**src/rtl/fetch_pc_gen_pkg.sv**
```systemverilog
// fetch_pc_gen_pkg: shared types for the fetch next-PC generator
package fetch_pc_gen_pkg;
  typedef enum logic [1:0] {FETCH, MISS, HOLD} fetch_state_e;
  typedef logic [1:0] pht_ctr_t;
  localparam pht_ctr_t PHT_INIT = 2'b01;
  typedef struct packed {
    logic [1:0]  valid;
    logic [31:0] pc0;
    logic [31:0] pc1;
    logic [31:0] inst0;
    logic [31:0] inst1;
    logic        pred_taken;
    logic [31:0] pred_target;
  } if_packet_t;
  function automatic pht_ctr_t sat_step(input pht_ctr_t c, input logic taken);
    return taken ? ((c == 2'b11) ? c : c + 2'd1) : ((c == 2'b00) ? c : c - 2'd1);
  endfunction
endpackage

```
**src/rtl/fetch_pc_gen_if.sv**
```systemverilog
// fetch_pc_gen_if: icache, BTB, redirect, training and fetch-packet signals
interface fetch_pc_gen_if;
  logic [31:0] proc2Icache_addr;
  logic [63:0] Icache_data;
  logic        Icache_valid;
  logic        btb_read_en;
  logic [31:0] btb_branchPC;
  logic [31:0] btb_targetPC;
  logic        btb_hit;
  logic        if_stall;
  logic        redirect_en;
  logic [31:0] redirect_pc;
  logic        br_update_en;
  logic [31:0] br_update_pc;
  logic        br_taken;
  logic [1:0]  if_valid;
  logic [31:0] if_pc0;
  logic [31:0] if_pc1;
  logic [31:0] if_inst0;
  logic [31:0] if_inst1;
  logic        if_pred_taken;
  logic [31:0] if_pred_target;
  modport master (
    output proc2Icache_addr, btb_read_en, btb_branchPC, if_valid, if_pc0, if_pc1,
           if_inst0, if_inst1, if_pred_taken, if_pred_target,
    input  Icache_data, Icache_valid, btb_targetPC, btb_hit, if_stall, redirect_en,
           redirect_pc, br_update_en, br_update_pc, br_taken
  );
  modport slave (
    input  proc2Icache_addr, btb_read_en, btb_branchPC, if_valid, if_pc0, if_pc1,
           if_inst0, if_inst1, if_pred_taken, if_pred_target,
    output Icache_data, Icache_valid, btb_targetPC, btb_hit, if_stall, redirect_en,
           redirect_pc, br_update_en, br_update_pc, br_taken
  );
endinterface

```
**src/rtl/fetch_pc_gen_pht.sv**
```systemverilog
// bimodal_pht: 2-bit saturating counter table, async read, sync update
module bimodal_pht
  import fetch_pc_gen_pkg::*;
#(
  parameter int ENTRIES = 64,
  parameter int IDX_W   = $clog2(ENTRIES)
) (
  input  logic             clock,
  input  logic             reset,
  input  logic [IDX_W-1:0] rd_idx,
  output pht_ctr_t         rd_ctr,
  input  logic             upd_en,
  input  logic [IDX_W-1:0] upd_idx,
  input  logic             upd_taken
);
  pht_ctr_t pht [ENTRIES];
  assign rd_ctr = pht[rd_idx];
  always_ff @(posedge clock or posedge reset)
    if (reset)
      for (int i = 0; i < ENTRIES; i++) pht[i] <= PHT_INIT;
    else if (upd_en)
      pht[upd_idx] <= sat_step(pht[upd_idx], upd_taken);
endmodule

```
**src/rtl/fetch_pc_gen.sv**
```systemverilog
// fetch_pc_gen: fetch PC register, bimodal+BTB prediction and 2-slot fetch packet
module fetch_pc_gen
  import fetch_pc_gen_pkg::*;
#(
  parameter logic [31:0] RESET_PC    = 32'h0000_0000,
  parameter int          PHT_ENTRIES = 64,
  parameter int          PHT_IDX_W   = $clog2(PHT_ENTRIES)
) (
  input logic           clock,
  input logic           reset,
  fetch_pc_gen_if.master bus
);
  fetch_state_e state;
  logic [31:0]  pc, fall, pred_next;
  pht_ctr_t     ctr;
  logic         taken;
  if_packet_t   pkt, pkt_new;
  bimodal_pht #(.ENTRIES(PHT_ENTRIES), .IDX_W(PHT_IDX_W)) u_pht (
    .clock    (clock),
    .reset    (reset),
    .rd_idx   (pc[PHT_IDX_W+1:2]),
    .rd_ctr   (ctr),
    .upd_en   (bus.br_update_en),
    .upd_idx  (bus.br_update_pc[PHT_IDX_W+1:2]),
    .upd_taken(bus.br_taken)
  );
  // A predicted-taken slot 0 ends the packet, so slot 1 is dropped
  always_comb begin
    taken               = bus.btb_hit & ctr[1];
    fall                = pc[2] ? pc + 32'd4 : pc + 32'd8;
    pred_next           = taken ? bus.btb_targetPC : fall;
    pkt_new.valid       = taken ? 2'b01 : {~pc[2], 1'b1};
    pkt_new.pc0         = pc;
    pkt_new.pc1         = pc + 32'd4;
    pkt_new.inst0       = pc[2] ? bus.Icache_data[63:32] : bus.Icache_data[31:0];
    pkt_new.inst1       = bus.Icache_data[63:32];
    pkt_new.pred_taken  = taken;
    pkt_new.pred_target = pred_next;
  end
  always_ff @(posedge clock or posedge reset)
    if (reset) begin
      pc    <= RESET_PC;
      state <= FETCH;
      pkt   <= '0;
    end else if (bus.redirect_en) begin
      pc        <= bus.redirect_pc;
      state     <= FETCH;
      pkt.valid <= 2'b00;
    end else
      case (state)
        FETCH:
          if (!bus.Icache_valid) begin
            state     <= MISS;
            pkt.valid <= 2'b00;
          end else if (bus.if_stall)
            state <= HOLD;
          else begin
            pkt <= pkt_new;
            pc  <= pred_next;
          end
        MISS: begin
          pkt.valid <= 2'b00;
          if (bus.Icache_valid) state <= FETCH;
        end
        HOLD: if (!bus.if_stall) state <= FETCH;
        default: state <= FETCH;
      endcase
  assign bus.proc2Icache_addr = {pc[31:3], 3'b000};
  assign bus.btb_read_en      = state == FETCH;
  assign bus.btb_branchPC     = pc;
  assign bus.if_valid         = pkt.valid;
  assign bus.if_pc0           = pkt.pc0;
  assign bus.if_pc1           = pkt.pc1;
  assign bus.if_inst0         = pkt.inst0;
  assign bus.if_inst1         = pkt.inst1;
  assign bus.if_pred_taken    = pkt.pred_taken;
  assign bus.if_pred_target   = pkt.pred_target;
endmodule
```
**src/flat_wrapper.sv**
```systemverilog
// flat-port wrapper written by rule: the top's interface ports become plain ports
module fetch_pc_gen_flat import fetch_pc_gen_pkg::*;
#(
  parameter logic [31:0] RESET_PC    = 32'h0000_0000,
  parameter int          PHT_ENTRIES = 64,
  parameter int          PHT_IDX_W   = $clog2(PHT_ENTRIES)
)
  (clock, reset, bus_proc2Icache_addr, bus_btb_read_en, bus_btb_branchPC, bus_if_valid, bus_if_pc0, bus_if_pc1, bus_if_inst0, bus_if_inst1, bus_if_pred_taken, bus_if_pred_target, bus_Icache_data, bus_Icache_valid, bus_btb_targetPC, bus_btb_hit, bus_if_stall, bus_redirect_en, bus_redirect_pc, bus_br_update_en, bus_br_update_pc, bus_br_taken);
  fetch_pc_gen_if bus_i ();
  input logic clock;
  input logic reset;
  output wire logic [$bits(bus_i.proc2Icache_addr)-1:0] bus_proc2Icache_addr;
  output wire logic [$bits(bus_i.btb_read_en)-1:0] bus_btb_read_en;
  output wire logic [$bits(bus_i.btb_branchPC)-1:0] bus_btb_branchPC;
  output wire logic [$bits(bus_i.if_valid)-1:0] bus_if_valid;
  output wire logic [$bits(bus_i.if_pc0)-1:0] bus_if_pc0;
  output wire logic [$bits(bus_i.if_pc1)-1:0] bus_if_pc1;
  output wire logic [$bits(bus_i.if_inst0)-1:0] bus_if_inst0;
  output wire logic [$bits(bus_i.if_inst1)-1:0] bus_if_inst1;
  output wire logic [$bits(bus_i.if_pred_taken)-1:0] bus_if_pred_taken;
  output wire logic [$bits(bus_i.if_pred_target)-1:0] bus_if_pred_target;
  input wire logic [$bits(bus_i.Icache_data)-1:0] bus_Icache_data;
  input wire logic [$bits(bus_i.Icache_valid)-1:0] bus_Icache_valid;
  input wire logic [$bits(bus_i.btb_targetPC)-1:0] bus_btb_targetPC;
  input wire logic [$bits(bus_i.btb_hit)-1:0] bus_btb_hit;
  input wire logic [$bits(bus_i.if_stall)-1:0] bus_if_stall;
  input wire logic [$bits(bus_i.redirect_en)-1:0] bus_redirect_en;
  input wire logic [$bits(bus_i.redirect_pc)-1:0] bus_redirect_pc;
  input wire logic [$bits(bus_i.br_update_en)-1:0] bus_br_update_en;
  input wire logic [$bits(bus_i.br_update_pc)-1:0] bus_br_update_pc;
  input wire logic [$bits(bus_i.br_taken)-1:0] bus_br_taken;
  assign bus_proc2Icache_addr = bus_i.proc2Icache_addr;
  assign bus_btb_read_en = bus_i.btb_read_en;
  assign bus_btb_branchPC = bus_i.btb_branchPC;
  assign bus_if_valid = bus_i.if_valid;
  assign bus_if_pc0 = bus_i.if_pc0;
  assign bus_if_pc1 = bus_i.if_pc1;
  assign bus_if_inst0 = bus_i.if_inst0;
  assign bus_if_inst1 = bus_i.if_inst1;
  assign bus_if_pred_taken = bus_i.if_pred_taken;
  assign bus_if_pred_target = bus_i.if_pred_target;
  assign bus_i.Icache_data = bus_Icache_data;
  assign bus_i.Icache_valid = bus_Icache_valid;
  assign bus_i.btb_targetPC = bus_btb_targetPC;
  assign bus_i.btb_hit = bus_btb_hit;
  assign bus_i.if_stall = bus_if_stall;
  assign bus_i.redirect_en = bus_redirect_en;
  assign bus_i.redirect_pc = bus_redirect_pc;
  assign bus_i.br_update_en = bus_br_update_en;
  assign bus_i.br_update_pc = bus_br_update_pc;
  assign bus_i.br_taken = bus_br_taken;
  fetch_pc_gen #(.RESET_PC(RESET_PC), .PHT_ENTRIES(PHT_ENTRIES), .PHT_IDX_W(PHT_IDX_W)) u_core (.clock(clock), .reset(reset), .bus(bus_i));
endmodule
```
**config.mk**
```make
export PLATFORM = sky130hd
export DESIGN_NAME = fetch_pc_gen_flat
export DESIGN_NICKNAME = d
export VERILOG_FILES = /design/src/rtl/fetch_pc_gen_pkg.sv /design/src/rtl/fetch_pc_gen_if.sv /design/src/rtl/fetch_pc_gen_pht.sv /design/src/rtl/fetch_pc_gen.sv /design/src/flat_wrapper.sv
export SDC_FILE = /design/constraint.sdc
export NUM_CORES = 1
export LEC_CHECK = 0
export ABC_CLOCK_PERIOD_IN_PS = 14740
export BUFFER_PORTS_ARGS = -buffer_cell sky130_fd_sc_hd__buf_2
export CAP_MARGIN = 20
export CORE_UTILIZATION = 54
export DETAILED_ROUTE_END_ITERATION = 16
export GPL_TIMING_DRIVEN = 0
export MAX_ROUTING_LAYER = met4
export PLACE_DENSITY = 0.79
export SLEW_MARGIN = 10
export SYNTH_ARGS = -nofsm -noshare
export SYNTH_HDL_FRONTEND = slang
export SYNTH_SLANG_ARGS = --single-unit
export TNS_END_PERCENT = 30
```
**constraint.sdc**
```tcl
create_clock -name clock -period 14.74 [get_ports clock]
set_clock_uncertainty 0.1 [all_clocks]
set_input_delay 4.422 -clock clock [delete_from_list [all_inputs] [get_ports clock]]
set_output_delay 4.422 -clock clock [all_outputs]
set_load 0.02 [all_outputs]
```
* Word-level counts from Yosys, hierarchy flattened *
Index checks and enable logic that the tools add are counted.

word-level totals
  register bits after elaboration = 325
  bits of input ports = 168
  output and inout port bits = 228
  logic and storage cells = 134

cells by class
  add/sub/neg operators = 4
  order comparisons = 3
  equal/unequal tests = 8
  muxes and demuxes = 30
  bitwise operators = 6
  reduce and logical (&&, ||, !) cells = 10

operators with widths
  kind                                                        count
  2-to-1 mux 32 bit                                           7
  2-to-1 mux 163 bit                                          1
  bitwise mux 128 bit                                         1
  adder 32 x 3 -> 32 bit, second input constant               1
  adder 32 x 4 -> 32 bit, second input constant               1
  2-to-1 mux 2 bit                                            16
  binary-select mux 2 bit (select 6 bit)                      2
  greater-or-equal comparator 7 bit, second input constant    2
  inverter 6 -> 7 bit                                         2
  demux 2 bit (select 6 bit)                                  1
  less-than comparator 7 x 1 -> 1 bit, second input constant  1
  inequality test 3 bit, second input constant                2
  case mux 2 bit (3 select lines)                             1
  AND reduction 3 bit                                         2
  equality test 2 bit, second input constant                  2
  logical NOT 2 bit                                           2
  inequality test 4 x 2 -> 1 bit, second input constant       1
  inequality test 4 x 3 -> 1 bit, second input constant       1
  case mux 2 bit (2 select lines)                             1
  AND reduction 4 bit                                         1
  nonzero test 2 bit                                          2
  inverter 1 bit                                              3
  nonzero test 3 bit                                          1
  adder 2 x 1 -> 2 bit, second input constant                 1
  other kinds (6)                                             6

* Longest topological paths before layout *
  depth after elaboration = 10
  depth in mapped cells = 12
  gate-level depth less buffers = 8

* By module *
From an unflattened synthesis, not the netlist that was laid out.

second synthesis, totals
  cells, all modules = 1,759
  area, all modules = 17,035.1 um2

modules (own cells, without submodules)
  module        instances  cells an instance  area each (um2)  seq. area each (um2)
  fetch_pc_gen  1          1,084              9,679.3          4,879.7
  bimodal_pht   1          675                7,355.8          3,283.1

* Worst setup path after synthesis *
OpenSTA, ideal clock, no wires.

  path kind = in2reg
  from = input bus_br_update_pc[2]
  to = register u_core.u_pht.pht[14] (netlist bit)
  library setup time = 0.082 ns
  arrival time = 6.808 ns
  data required time = 14.558 ns
  slack = 7.750 ns
  stages = 9
  buffers on the path = 3
  path through = buf_6 -> buf_6 -> mux4_2 -> a311o_1 -> a2111oi_4 -> nand4_1 -> maj3_4 -> buf_6 -> mux2_2

on the way
  longest elaborated chain between the ends = 8
  elaborated cells on any way between the ends = 17
  those cells by class = 2 x add/sub; 2 x order compare; 1 x eq/ne; 9 x mux; 1 x bitwise; 2 x reduce/logical

RTL lines
  item                                                 line                    source
  start, declared                                      flat_wrapper.sv:30      input wire logic [$bits(bus_i.br_update_pc)-1:0] bus_br_update_pc;
  inverter 6 -> 7 bit (not written as such) (*)        fetch_pc_gen_pht.sv:22  pht[upd_idx] <= sat_step(pht[upd_idx], upd_taken);
  binary-select mux 2 bit (select 6 bit)               fetch_pc_gen_pht.sv:22
  2-to-1 mux 2 bit (not written as such) (2 in a row)  fetch_pc_gen_pht.sv:22
  subtractor 2 x 1 -> 2 bit (tied with other cells)    fetch_pc_gen_pkg.sv:16  return taken ? ((c == 2'b11) ? c : c + 2'd1) : ((c == 2'b00) ? c : c - 2'd1);
  2-to-1 mux 2 bit (2 in a row)                        fetch_pc_gen_pkg.sv:16
  bitwise mux 128 bit (*)                              fetch_pc_gen_pht.sv:22
  end signal, assigned by index                        fetch_pc_gen_pht.sv:22
  end, declared                                        fetch_pc_gen_pht.sv:16  pht_ctr_t pht [ENTRIES];

Every way passes the cells marked *; elsewhere a longest branch is shown, timed or not. The select of a mux whose other input is x is not followed.
A chain may end at the register's enable or synchronous reset.

* Final worst setup path *
  from = input bus_br_update_pc[4]
  to = register u_core.u_pht.pht[1] (netlist bit)

Same word-level chain as after synthesis.

==> results.md <==
* Status: finished, final reports clean
* Max-slew violation count at 0
* Worst Tran Pin Value at 1.05 ns
* Die width at 176 um
* Largest net degree at the start of global routing at 119
* Yosys top cell area share at 39.5%
* Setup TNS at 0 ns
* Yosys cell types at 62
* PnR worst setup slack at 7.15 ns
* First drt pass iteration count at 5
* Library cell with the largest summed area after synthesis: dfrtp_1
* Smallest hold slack at 0.370 ns
* Initial Util at 55.1%
* Total Routing Usage GR at 37.8%
* Final period utilization at 51.5%
* CTS tree: yes
* Final Hold Violating Endpoints at 0
* Kind of critical path: primary input to flip-flop
* Setup crit end kind: flip-flop
* Layout Utilization at 67.3%
* Worst path most repeated cell: buf_2
* Critical Path Fanout Max at 10
* Multi-input logic area at 7230 sq um
* Cell family with most CP delay: buffers and inverters
* Worst-path clk slew at 0.06 ns
* Ys Warns at 0
* FF/Latch Area at 8160 sq um
* WP data required at 15.03 ns
* Top_reg_cell synth: dfrtp_1
* PwrDens at 144 nW/um^2
* CP peak stage delay at 0.66 ns
* Worst slack at placement at 6.75 ns
* Synth area leaders: dfrtp_1, dfstp_2, nand2_1, o21ai_0, mux2i_1
* Fin crit period at 7.59 ns
* Met3 usage at 8.07%
* FMAX at 132 MHz
* Routed WL at 57300 um
* Port Buf Inserts at 363
* Worst path slowest cell: buf_1
* Most numerous cell in the Yosys netlist: nand2_1
* Core Box Area at 29800 sq um
* Max-cap viol count at 0
* Worst Setup Start Kind: primary input
* Post-CTS Resized at 0
* Nets@finish at 2240
* Via count at 14700
* H-tree levels at 2
* DRT antenna net count at 0
* RSZ-0062 raised after global routing: false
* Post-DP HPWL at 42600 um
* Async set or reset register ratio after synthesis at 100%
* Total congestion overflow at 0
* HP Class: flip-flop to flip-flop
* CTS max path bufs at 3
* Number of flops mapped to enable cells by yosys at 0
* CP arrival at 7.88 ns
* Maximum VDD drop at 0.105 mV
* M1 GR Usage at 43.3%
* Cts hold-fix bufs at 0
* Final setup viols at 0
* Via density at 5.86
* Num rows at 63
* Clock root buffer: clkbuf_16
* Synthesized area per cell at 9.88 sq um
* DRC violations left at 0
* Fillcell total at 2390
* Buf/Inv on CP at 4
* Grt met2 use at 59.5%
* Post-CTS Setup Bufs at 0
* Synthesized area at 16400 sq um
* Synth top cells by count: nand2_1, dfrtp_1, o21ai_0
* CTS Buf Count at 35
* Initial antenna violation count at 15
* Busiest layer in global routing: met2
* Vias in the first global route at 14400
* Routability congestion estimate from global placement at 0.962
* WL/cell at 22.9 um
* Mapped Cells at 1662
* Die area at 31100 sq um
* Area added between synthesis and finish at 22.1%
* Iter 0 DRT Violations at 1379
* CP cell instances: buf_2 -> buf_2 -> buf_1 -> mux4_2 -> mux2i_1 -> o22ai_1 -> a2111oi_2 -> maj3_1 -> clkbuf_2 -> o21ai_0
* First-pass GRT wire length at 85300 um
* #FFs+latches synth at 323
* Worst skew pair latency at 0.55 ns
* Die Ht at 176 um
* Worst rel slew slack at 29.5%
* Clk sinks at 323
* Share of layout cells above drive strength 1 at 33.2%
* Register area share after synthesis at 49.7%
* P_leak at 0.00974 uW
* # IOs at 396
[layout make-up]
| type | instances | area share (%) |
|---|---|---|
| Inverter | 12 | 0.262 |
| Sequential cell | 323 | 40.7 |
| Clock inverter | 16 | 1.04 |
| Timing Repair Buffer | 367 | 9.50 |
| Antenna cell | 17 | 0.212 |
| Multi-Input combinational cell | 1155 | 36.1 |
| Buffer | 174 | 4.97 |
| Tap cell | 390 | 2.43 |
| Clock buffer | 47 | 4.84 |
[path summary, 6_finish.rpt]
kind / end / start / slack, ns / depth (start not counted)
hold / removal: u_core.bus.if_inst1[26] / u_core.bus.if_inst1[26] / 0.37 / 2
min in group asynchronous: u_core.bus.btb_branchPC[12] / reset / 3.79 / 2
hold reg to reg: u_core.bus.if_inst1[26] / u_core.bus.if_inst1[26] / 0.37 / 2
max in group asynchronous: u_core.u_pht.pht[104] / reset / 9.61 / 4
setup / recovery: u_core.u_pht.pht[1] / bus_br_update_pc[4] / 7.15 / 10
setup reg to reg: u_core.bus.btb_branchPC[26] / u_core.bus.btb_branchPC[3] / 10.47 / 9
[layout by cell type, fill, tap and decap left out, drive strengths merged, types with 4 or more instances in the layout]
| cell type | n |
|---|---|
| buf | 469 |
| nand2 | 380 |
| dfrtp | 259 |
| o21ai | 159 |
| clkbuf | 119 |
| nor2 | 113 |
| mux2i | 75 |
| mux2 | 72 |
| a21oi | 70 |
| dfstp | 64 |
| xor2 | 32 |
| mux4 | 31 |
| nor3b | 29 |
| xnor2 | 23 |
| nand3 | 19 |
| diode | 17 |
| nor2b | 16 |
| nor3 | 15 |
| inv | 12 |
| nand4 | 10 |
| clkinv | 10 |
| a221oi | 9 |
| nand2b | 8 |
| and3 | 8 |
| a31oi | 8 |
| nor4 | 7 |
| a211oi | 7 |
| o31a | 5 |
| or3 | 4 |
| nand3b | 4 |
| o22ai | 4 |
| ha | 4 |
| bufinv | 4 |
[cells by family after synthesis]
logic type                 share of synthesized area, %
muxes                                              14.2
other                                            0.0228
adders and majority gates                         0.450
and+or+nand+nor                                    16.5
buffers and inverters                              6.34
AOI/OAI and AO/OA                                  9.84
xor gates and xnor gates                           2.93
DFF                                                49.7
[registers in the layout (all words and copies together) (netlist names)]
signal	flops
u_core.u_pht.pht	128
u_core.bus.if_inst0	32
u_core.bus.if_pred_taken	1
u_core.state	2
u_core.bus.if_pred_target	32
u_core.bus.btb_branchPC	32
u_core.bus.if_pc1	30
u_core.bus.if_pc0	32
u_core.bus.if_inst1	32
u_core.bus.if_valid	2
[routing by layer]
layer  share of wire [%]  vias up
li1                    -     6453
met1                  36     7134
met2                  48      835
met3                 8.5      229
met4                 7.0        0
met5                   0        -
[power by group]
| part | internal, uW | switching (uW) | total [uW] |
|---|---|---|---|
| logic | 299 | 491 | 790 |
| registers | 1070 | 121 | 1200 |
| clock network | 536 | 373 | 909 |
[through the flow]
stage | cell area (sq um) | power (uW) | cells
after floorplan | 16400 | 1680 | 1664
after global placement | 18700 | 1960 | 2417
after detailed placement | 18800 | 1990 | 2421
after CTS | 20000 | 2890 | 2484
after global routing | 20100 | 3000 | 2499
final | 20100 | 2890 | 2501
[worst register-to-register path: stages (launching register included)]
cell,delay [ns]
dfrtp_1,0.53
buf_2,0.41
clkbuf_1,0.66
mux2i_1,0.26
nor4_1,0.85
nand3_1,0.35
or3_1,0.41
xnor2_1,0.13
mux2i_1,0.32
o21ai_0,0.13
Note: power is estimated with default switching activity, not from simulation.
